[src/rtl/inst_encoder_if.sv]
// Handshake and memory-write bundle for the LEGv8 instruction encoder.
// The master side supplies symbolic instructions and observes the write
// strobe and status flags; the slave side is the encoder itself.
interface inst_encoder_if #(
  parameter int ADDR_W = 8
);
  logic              in_valid;
  logic              in_ready;
  logic [3:0]        op;
  logic [4:0]        rd;
  logic [4:0]        rn;
  logic [4:0]        rm;
  logic [25:0]       imm;
  logic              mem_we;
  logic [ADDR_W-1:0] mem_addr;
  logic [31:0]       mem_wdata;
  logic [ADDR_W-2:0] count;
  logic              done;
  logic              err_op;
  logic              err_range;

  modport master (
    output in_valid, op, rd, rn, rm, imm,
    input  in_ready, mem_we, mem_addr, mem_wdata, count, done, err_op, err_range
  );

  modport slave (
    input  in_valid, op, rd, rn, rm, imm,
    output in_ready, mem_we, mem_addr, mem_wdata, count, done, err_op, err_range
  );
endinterface

[src/rtl/inst_encoder.sv]
// Sequential LEGv8 instruction encoder and program loader.
// Accepts one symbolic instruction per handshake, packs it into the 32-bit
// machine word understood by cpu_control, and writes it to instruction
// memory at consecutive word addresses. Each instruction walks
// IDLE -> ENC -> WR; HALT or a full memory parks the block in DONE.
module inst_encoder #(
  parameter int ADDR_W    = 8,
  parameter int BASE_ADDR = 0
) (
  input logic           clk,
  input logic           reset,
  inst_encoder_if.slave bus
);

  localparam logic [3:0] OP_LDUR = 4'd0;
  localparam logic [3:0] OP_STUR = 4'd1;
  localparam logic [3:0] OP_ADD  = 4'd2;
  localparam logic [3:0] OP_ADDI = 4'd3;
  localparam logic [3:0] OP_SUB  = 4'd4;
  localparam logic [3:0] OP_AND  = 4'd5;
  localparam logic [3:0] OP_ORR  = 4'd6;
  localparam logic [3:0] OP_CBZ  = 4'd7;
  localparam logic [3:0] OP_CBNZ = 4'd8;
  localparam logic [3:0] OP_B    = 4'd9;
  localparam logic [3:0] OP_HALT = 4'd10;

  // Last word-aligned byte address; writing here fills the memory.
  localparam logic [ADDR_W-1:0] LAST_ADDR  = {{(ADDR_W-2){1'b1}}, 2'b00};
  localparam logic [ADDR_W-1:0] START_ADDR = ADDR_W'(BASE_ADDR);
  localparam logic [ADDR_W-1:0] WORD_STEP  = ADDR_W'(4);

  typedef enum logic [1:0] {
    S_IDLE,
    S_ENC,
    S_WR,
    S_DONE
  } state_t;

  state_t            state_q, state_d;
  logic [3:0]        op_q, op_d;
  logic [4:0]        rd_q, rd_d;
  logic [4:0]        rn_q, rn_d;
  logic [4:0]        rm_q, rm_d;
  logic [25:0]       imm_q, imm_d;
  logic [31:0]       word_q, word_d;
  logic [ADDR_W-1:0] addr_q, addr_d;
  logic [ADDR_W-2:0] count_q, count_d;
  logic              errOp_q, errOp_d;
  logic              errRange_q, errRange_d;

  logic [31:0]       encWord;
  logic              encRangeBad;
  logic              encIllegal;

  // Pack the captured fields into a machine word and flag fields that do not fit.
  always_comb begin
    encWord     = 32'h0000_0000;
    encRangeBad = 1'b0;
    encIllegal  = 1'b0;
    case (op_q)
      OP_LDUR: begin
        encWord     = {11'b11111000010, imm_q[8:0], 2'b00, rn_q, rd_q};
        encRangeBad = |imm_q[25:9];
      end
      OP_STUR: begin
        encWord     = {11'b11111000000, imm_q[8:0], 2'b00, rn_q, rd_q};
        encRangeBad = |imm_q[25:9];
      end
      OP_ADD:  encWord = {11'b10001011000, rm_q, 6'b000000, rn_q, rd_q};
      OP_SUB:  encWord = {11'b11001011000, rm_q, 6'b000000, rn_q, rd_q};
      OP_AND:  encWord = {11'b10001010000, rm_q, 6'b000000, rn_q, rd_q};
      OP_ORR:  encWord = {11'b10101010000, rm_q, 6'b000000, rn_q, rd_q};
      OP_ADDI: begin
        encWord     = {10'b1001000100, imm_q[11:0], rn_q, rd_q};
        encRangeBad = |imm_q[25:12];
      end
      OP_CBZ: begin
        encWord     = {8'b10110100, imm_q[18:0], rd_q};
        encRangeBad = !((&imm_q[25:18]) || !(|imm_q[25:18]));
      end
      OP_CBNZ: begin
        encWord     = {8'b10110101, imm_q[18:0], rd_q};
        encRangeBad = !((&imm_q[25:18]) || !(|imm_q[25:18]));
      end
      OP_B:    encWord = {6'b000101, imm_q};
      OP_HALT: encWord = 32'hFFFF_FFFF;
      default: encIllegal = 1'b1;
    endcase
  end

  // Next-state logic: capture in IDLE, encode in ENC, write and advance in WR.
  always_comb begin
    state_d    = state_q;
    op_d       = op_q;
    rd_d       = rd_q;
    rn_d       = rn_q;
    rm_d       = rm_q;
    imm_d      = imm_q;
    word_d     = word_q;
    addr_d     = addr_q;
    count_d    = count_q;
    errOp_d    = errOp_q;
    errRange_d = errRange_q;
    case (state_q)
      S_IDLE: begin
        if (bus.in_valid) begin
          op_d    = bus.op;
          rd_d    = bus.rd;
          rn_d    = bus.rn;
          rm_d    = bus.rm;
          imm_d   = bus.imm;
          state_d = S_ENC;
        end
      end
      S_ENC: begin
        if (encIllegal) begin
          errOp_d = 1'b1;
          state_d = S_IDLE;
        end else begin
          word_d = encWord;
          if (encRangeBad) begin
            errRange_d = 1'b1;
          end
          state_d = S_WR;
        end
      end
      S_WR: begin
        count_d = count_q + 1'b1;
        // The pointer is held at the last slot rather than wrapping to zero.
        if (addr_q != LAST_ADDR) begin
          addr_d = addr_q + WORD_STEP;
        end
        if ((op_q == OP_HALT) || (addr_q == LAST_ADDR)) begin
          state_d = S_DONE;
        end else begin
          state_d = S_IDLE;
        end
      end
      S_DONE: state_d = S_DONE;
      default: state_d = S_IDLE;
    endcase
  end

  // State and datapath registers with synchronous reset taking priority.
  always_ff @(posedge clk) begin
    if (reset) begin
      state_q    <= S_IDLE;
      op_q       <= 4'd0;
      rd_q       <= 5'd0;
      rn_q       <= 5'd0;
      rm_q       <= 5'd0;
      imm_q      <= 26'd0;
      word_q     <= 32'h0000_0000;
      addr_q     <= START_ADDR;
      count_q    <= '0;
      errOp_q    <= 1'b0;
      errRange_q <= 1'b0;
    end else begin
      state_q    <= state_d;
      op_q       <= op_d;
      rd_q       <= rd_d;
      rn_q       <= rn_d;
      rm_q       <= rm_d;
      imm_q      <= imm_d;
      word_q     <= word_d;
      addr_q     <= addr_d;
      count_q    <= count_d;
      errOp_q    <= errOp_d;
      errRange_q <= errRange_d;
    end
  end

  // Handshake and strobe outputs decode directly from the registered state.
  always_comb begin
    bus.in_ready  = (state_q == S_IDLE);
    bus.mem_we    = (state_q == S_WR);
    bus.done      = (state_q == S_DONE);
    bus.mem_addr  = addr_q;
    bus.mem_wdata = word_q;
    bus.count     = count_q;
    bus.err_op    = errOp_q;
    bus.err_range = errRange_q;
  end

endmodule

[src/flat_wrapper.sv]
// flat-port wrapper written by rule: the top's interface ports become plain ports
module inst_encoder_flat 
#(
  parameter int ADDR_W    = 8,
  parameter int BASE_ADDR = 0
)
  (clk, reset, bus_in_valid, bus_op, bus_rd, bus_rn, bus_rm, bus_imm, bus_in_ready, bus_mem_we, bus_mem_addr, bus_mem_wdata, bus_count, bus_done, bus_err_op, bus_err_range);
  inst_encoder_if #(.ADDR_W(ADDR_W)) bus_i ();
  input logic clk;
  input logic reset;
  input wire logic [$bits(bus_i.in_valid)-1:0] bus_in_valid;
  input wire logic [$bits(bus_i.op)-1:0] bus_op;
  input wire logic [$bits(bus_i.rd)-1:0] bus_rd;
  input wire logic [$bits(bus_i.rn)-1:0] bus_rn;
  input wire logic [$bits(bus_i.rm)-1:0] bus_rm;
  input wire logic [$bits(bus_i.imm)-1:0] bus_imm;
  output wire logic [$bits(bus_i.in_ready)-1:0] bus_in_ready;
  output wire logic [$bits(bus_i.mem_we)-1:0] bus_mem_we;
  output wire logic [$bits(bus_i.mem_addr)-1:0] bus_mem_addr;
  output wire logic [$bits(bus_i.mem_wdata)-1:0] bus_mem_wdata;
  output wire logic [$bits(bus_i.count)-1:0] bus_count;
  output wire logic [$bits(bus_i.done)-1:0] bus_done;
  output wire logic [$bits(bus_i.err_op)-1:0] bus_err_op;
  output wire logic [$bits(bus_i.err_range)-1:0] bus_err_range;
  assign bus_i.in_valid = bus_in_valid;
  assign bus_i.op = bus_op;
  assign bus_i.rd = bus_rd;
  assign bus_i.rn = bus_rn;
  assign bus_i.rm = bus_rm;
  assign bus_i.imm = bus_imm;
  assign bus_in_ready = bus_i.in_ready;
  assign bus_mem_we = bus_i.mem_we;
  assign bus_mem_addr = bus_i.mem_addr;
  assign bus_mem_wdata = bus_i.mem_wdata;
  assign bus_count = bus_i.count;
  assign bus_done = bus_i.done;
  assign bus_err_op = bus_i.err_op;
  assign bus_err_range = bus_i.err_range;
  inst_encoder #(.ADDR_W(ADDR_W), .BASE_ADDR(BASE_ADDR)) u_core (.clk(clk), .reset(reset), .bus(bus_i));
endmodule
[config.mk]
export PLATFORM = sky130hd
export DESIGN_NAME = inst_encoder_flat
export DESIGN_NICKNAME = d
export VERILOG_FILES = /design/src/rtl/inst_encoder_if.sv /design/src/rtl/inst_encoder.sv /design/src/flat_wrapper.sv
export SDC_FILE = /design/constraint.sdc
export NUM_CORES = 1
export LEC_CHECK = 0
export CAP_MARGIN = 15
export CORE_UTILIZATION = 35
export DETAILED_ROUTE_END_ITERATION = 8
export GPL_ROUTABILITY_DRIVEN = 0
export GPL_TIMING_DRIVEN = 0
export REMOVE_ABC_BUFFERS = 1
export SYNTH_ARGS = -nofsm -noshare
export SYNTH_HDL_FRONTEND = slang
export SYNTH_SLANG_ARGS = --single-unit
export TNS_END_PERCENT = 100
[constraint.sdc]
create_clock -name clk -period 1.62 [get_ports clk]
set_input_delay 0.324 -clock clk [delete_from_list [all_inputs] [get_ports clk]]
set_output_delay 0.324 -clock clk [all_outputs]
set_load 0.005 [all_outputs]
==> run summary <==
Outcome: complete, no violations
Via count: 4,178
Dpl hpwl: 7.757 mm
Residual DRC count: 0
Tcrit/Tclk final: 0.9659
Drt pass-1 iters: 5
Cells along the critical path: clkdlybuf4s50_1
Avg WL per Cell: 16.41 um
Util after Layout: 0.4902
Layout area overhead: 35.69%
Critical Path Start Type: register
Max Slew Vio Count: 0
CTS tree: done
CP Max Fanout: 3
Hold Vio Cnt, Final: 0
Mean post-synth cell area: 8.161 um2
Design area: 5913 um2
FFs w/ async S/R, synth: 0
Critical Path Sink Type: output pin
Final Setup Violations: 0
Drt via density: 5.275
Worst Hold Class: input pin to register
IO Port Bufs: 97
Iter 0 DRT Violations: 215
First-pass GRT wire length: 20.27 mm
CORE AREA: 12,060 um2
Nets: 669
Die Y: 113.6 um
WP buf/inv: 1
Antenna violations before repair: 0
Antenna Cells: 0
Clk sinks: 94
Worst path required time: 1300 ps
Total Wirelength: 13.00 mm
Min Tclk post-route: 1565 ps
Critical setup path kind: register to output pin
Total power: 5.627 mW
Clk_skew: 10.39 ps
Vias in the first global route: 4,027
Largest delay contributor family on the critical path: buffers and inverters
Layout cells sized above 1: 0.1234
Fmax: 639.1 MHz
Slew @ Worst Pin: 518.7 ps
Netlist cell types: 53
EDFF count, synth: 0
Max Cap Violations: 0
Synth Instances: 534
Routed Antenna Nets: 0
Initial Utilization: 0.3613
CTS H-tree depth: 3
WHS: 400.2 ps
Cts bufs inserted: 9
CTS Buffer Depth: 2
FP Rows: 40
Gr usage total: 0.2007
Synth Register Bits: 94
Slowest CP cell: clkdlybuf4s50_1
Leak: 2.079 nW
YS warnings: 0
Area after DPL: 5305 um2
Peak VDD IR: 0.5191 mV
Commonest non-fill, non-tap cells in the layout: nand2_1, clkdlybuf4s50_1, dfxtp_1, a21oi_1, nor2_1
Relative slew slack: 0.6539
CP Data Arrival Time: 1240 ps
Synthesized area: 4358 um2
Clock Root Buffer: clkbuf_16
Commonest non-fill, non-tap cell in the layout: nand2_1
Hold buffer count at CTS: 0
Max incr delay on CP: 520 ps
Grt total ovfl: 0
Synth Flop Type: dfxtp_1
Clk_lat worst skew: 340 ps
Register area share after synthesis: 0.4318
PD cells: 951.6 nW/um2
# IOs: 100
Die extent in x: 113.6 um
Largest net degree at the start of global routing: 60
Clock transition at the registers of the reported paths: 60 ps
Total die area: 12,900 um2
[layout make-up]
| class | count | area, um2 |
|---|---|---|
| clock buffers | 11 | 232.7 |
| clock inverters | 5 | 50.05 |
| fillers | 1193 | 6148 |
| inverters | 6 | 22.52 |
| multi-input cells | 396 | 2341 |
| flip-flops and latches | 94 | 1916 |
| well taps | 168 | 210.2 |
| repair buffers | 112 | 1141 |
[sequential cells by signal, indices dropped and copies added, names as in the netlist, 2 cells and up]
name                  count
u_core.state_q            2
u_core.rd_q               5
u_core.rn_q               5
u_core.bus.mem_wdata     32
u_core.imm_q             26
u_core.bus.mem_addr       6
u_core.rm_q               5
u_core.bus.count          7
u_core.op_q               4
[stage by stage]
stage,worst slack (ps),std cells,TNS [ps]
2_1_floorplan,-523.5,491,-14050
3_3_place_gp,-2350,756,-186870
3_5_place_dp,-875.1,758,-39730
4_1_cts,2.341,785,0
5_1_grt,-20.80,792,-30.11
6_report,55.22,792,0
[worst paths after layout]
check,slack [ps],cells after the start,endpoint,from
setup / recovery,60,1,bus_mem_addr[7],u_core.bus.mem_addr[7]
hold / removal,400,2,u_core.bus.mem_addr[2],reset
setup reg to reg,80,4,u_core.bus.mem_wdata[14],u_core.state_q[1]
hold reg to reg,450,2,u_core.rn_q[1],u_core.rn_q[1]
[cells in the mapped netlist (3+ instances only)]
master | n | area, um2
nand2_1 | 117 | 439.2
mux2i_1 | 4 | 40.04
buf_6 | 8 | 90.09
inv_1 | 6 | 22.52
a311oi_2 | 3 | 45.04
a211oi_1 | 21 | 157.7
nand3_1 | 5 | 25.02
a221oi_1 | 17 | 148.9
xnor2_1 | 3 | 26.28
xor2_1 | 6 | 52.55
nor2_1 | 52 | 195.2
and2_1 | 6 | 37.54
a21oi_1 | 55 | 275.3
a22oi_1 | 5 | 37.54
or3_1 | 3 | 18.77
nand4_1 | 4 | 25.02
a21o_1 | 7 | 52.55
a22o_1 | 6 | 52.55
nor3_1 | 4 | 20.02
buf_4 | 10 | 75.07
a311oi_1 | 3 | 26.28
nand2b_1 | 13 | 81.33
o21ai_0 | 13 | 65.06
nor4_1 | 4 | 25.02
clkbuf_1 | 15 | 56.30
and3b_1 | 5 | 43.79
buf_2 | 9 | 45.04
dfxtp_1 | 94 | 1882
[cells by family (layout without fill, tap and decap cells)]
kind of cell / count (synthesis) / after routing / synth area share
and+or+nand+nor: 227 / 227 / 0.2323
AOI/OAI and AO/OA: 147 / 152 / 0.2340
muxes: 4 / 4 / 0.009188
other: 1 / 2 / 0.0008605
xor gates and xnor gates: 9 / 9 / 0.01809
buffers and inverters: 50 / 134 / 0.06804
adders and majority gates: 2 / 2 / 0.005741
DFF: 94 / 94 / 0.4318
[metal layers]
| layer | vias to the layer above | track usage | wire, um |
|---|---|---|---|
| met4 | 0 | 0.05702 | 168 |
| met2 | 121 | 0.3280 | 6157 |
| met1 | 1982 | 0.2582 | 5838 |
| li1 | 2058 | - | - |
| met5 | - | 0 | 0 |
| met3 | 17 | 0.05685 | 834 |
[power by group]
group,total (mW),leakage (nW),internal [mW],switching [mW]
Sequential,2.62,0.779,2.46,0.161
Clock,2.05,0.143,1.19,0.864
Combinational,0.959,1.16,0.480,0.479
[repair_timing]
action,4_1_cts,5_1_grt
resized for setup,32,18
endpoints found under the setup margin,87,78
setup buffers,8,5
gates cloned,3,2
pin swaps,4,5
Note: power is estimated with default switching activity, not from simulation.
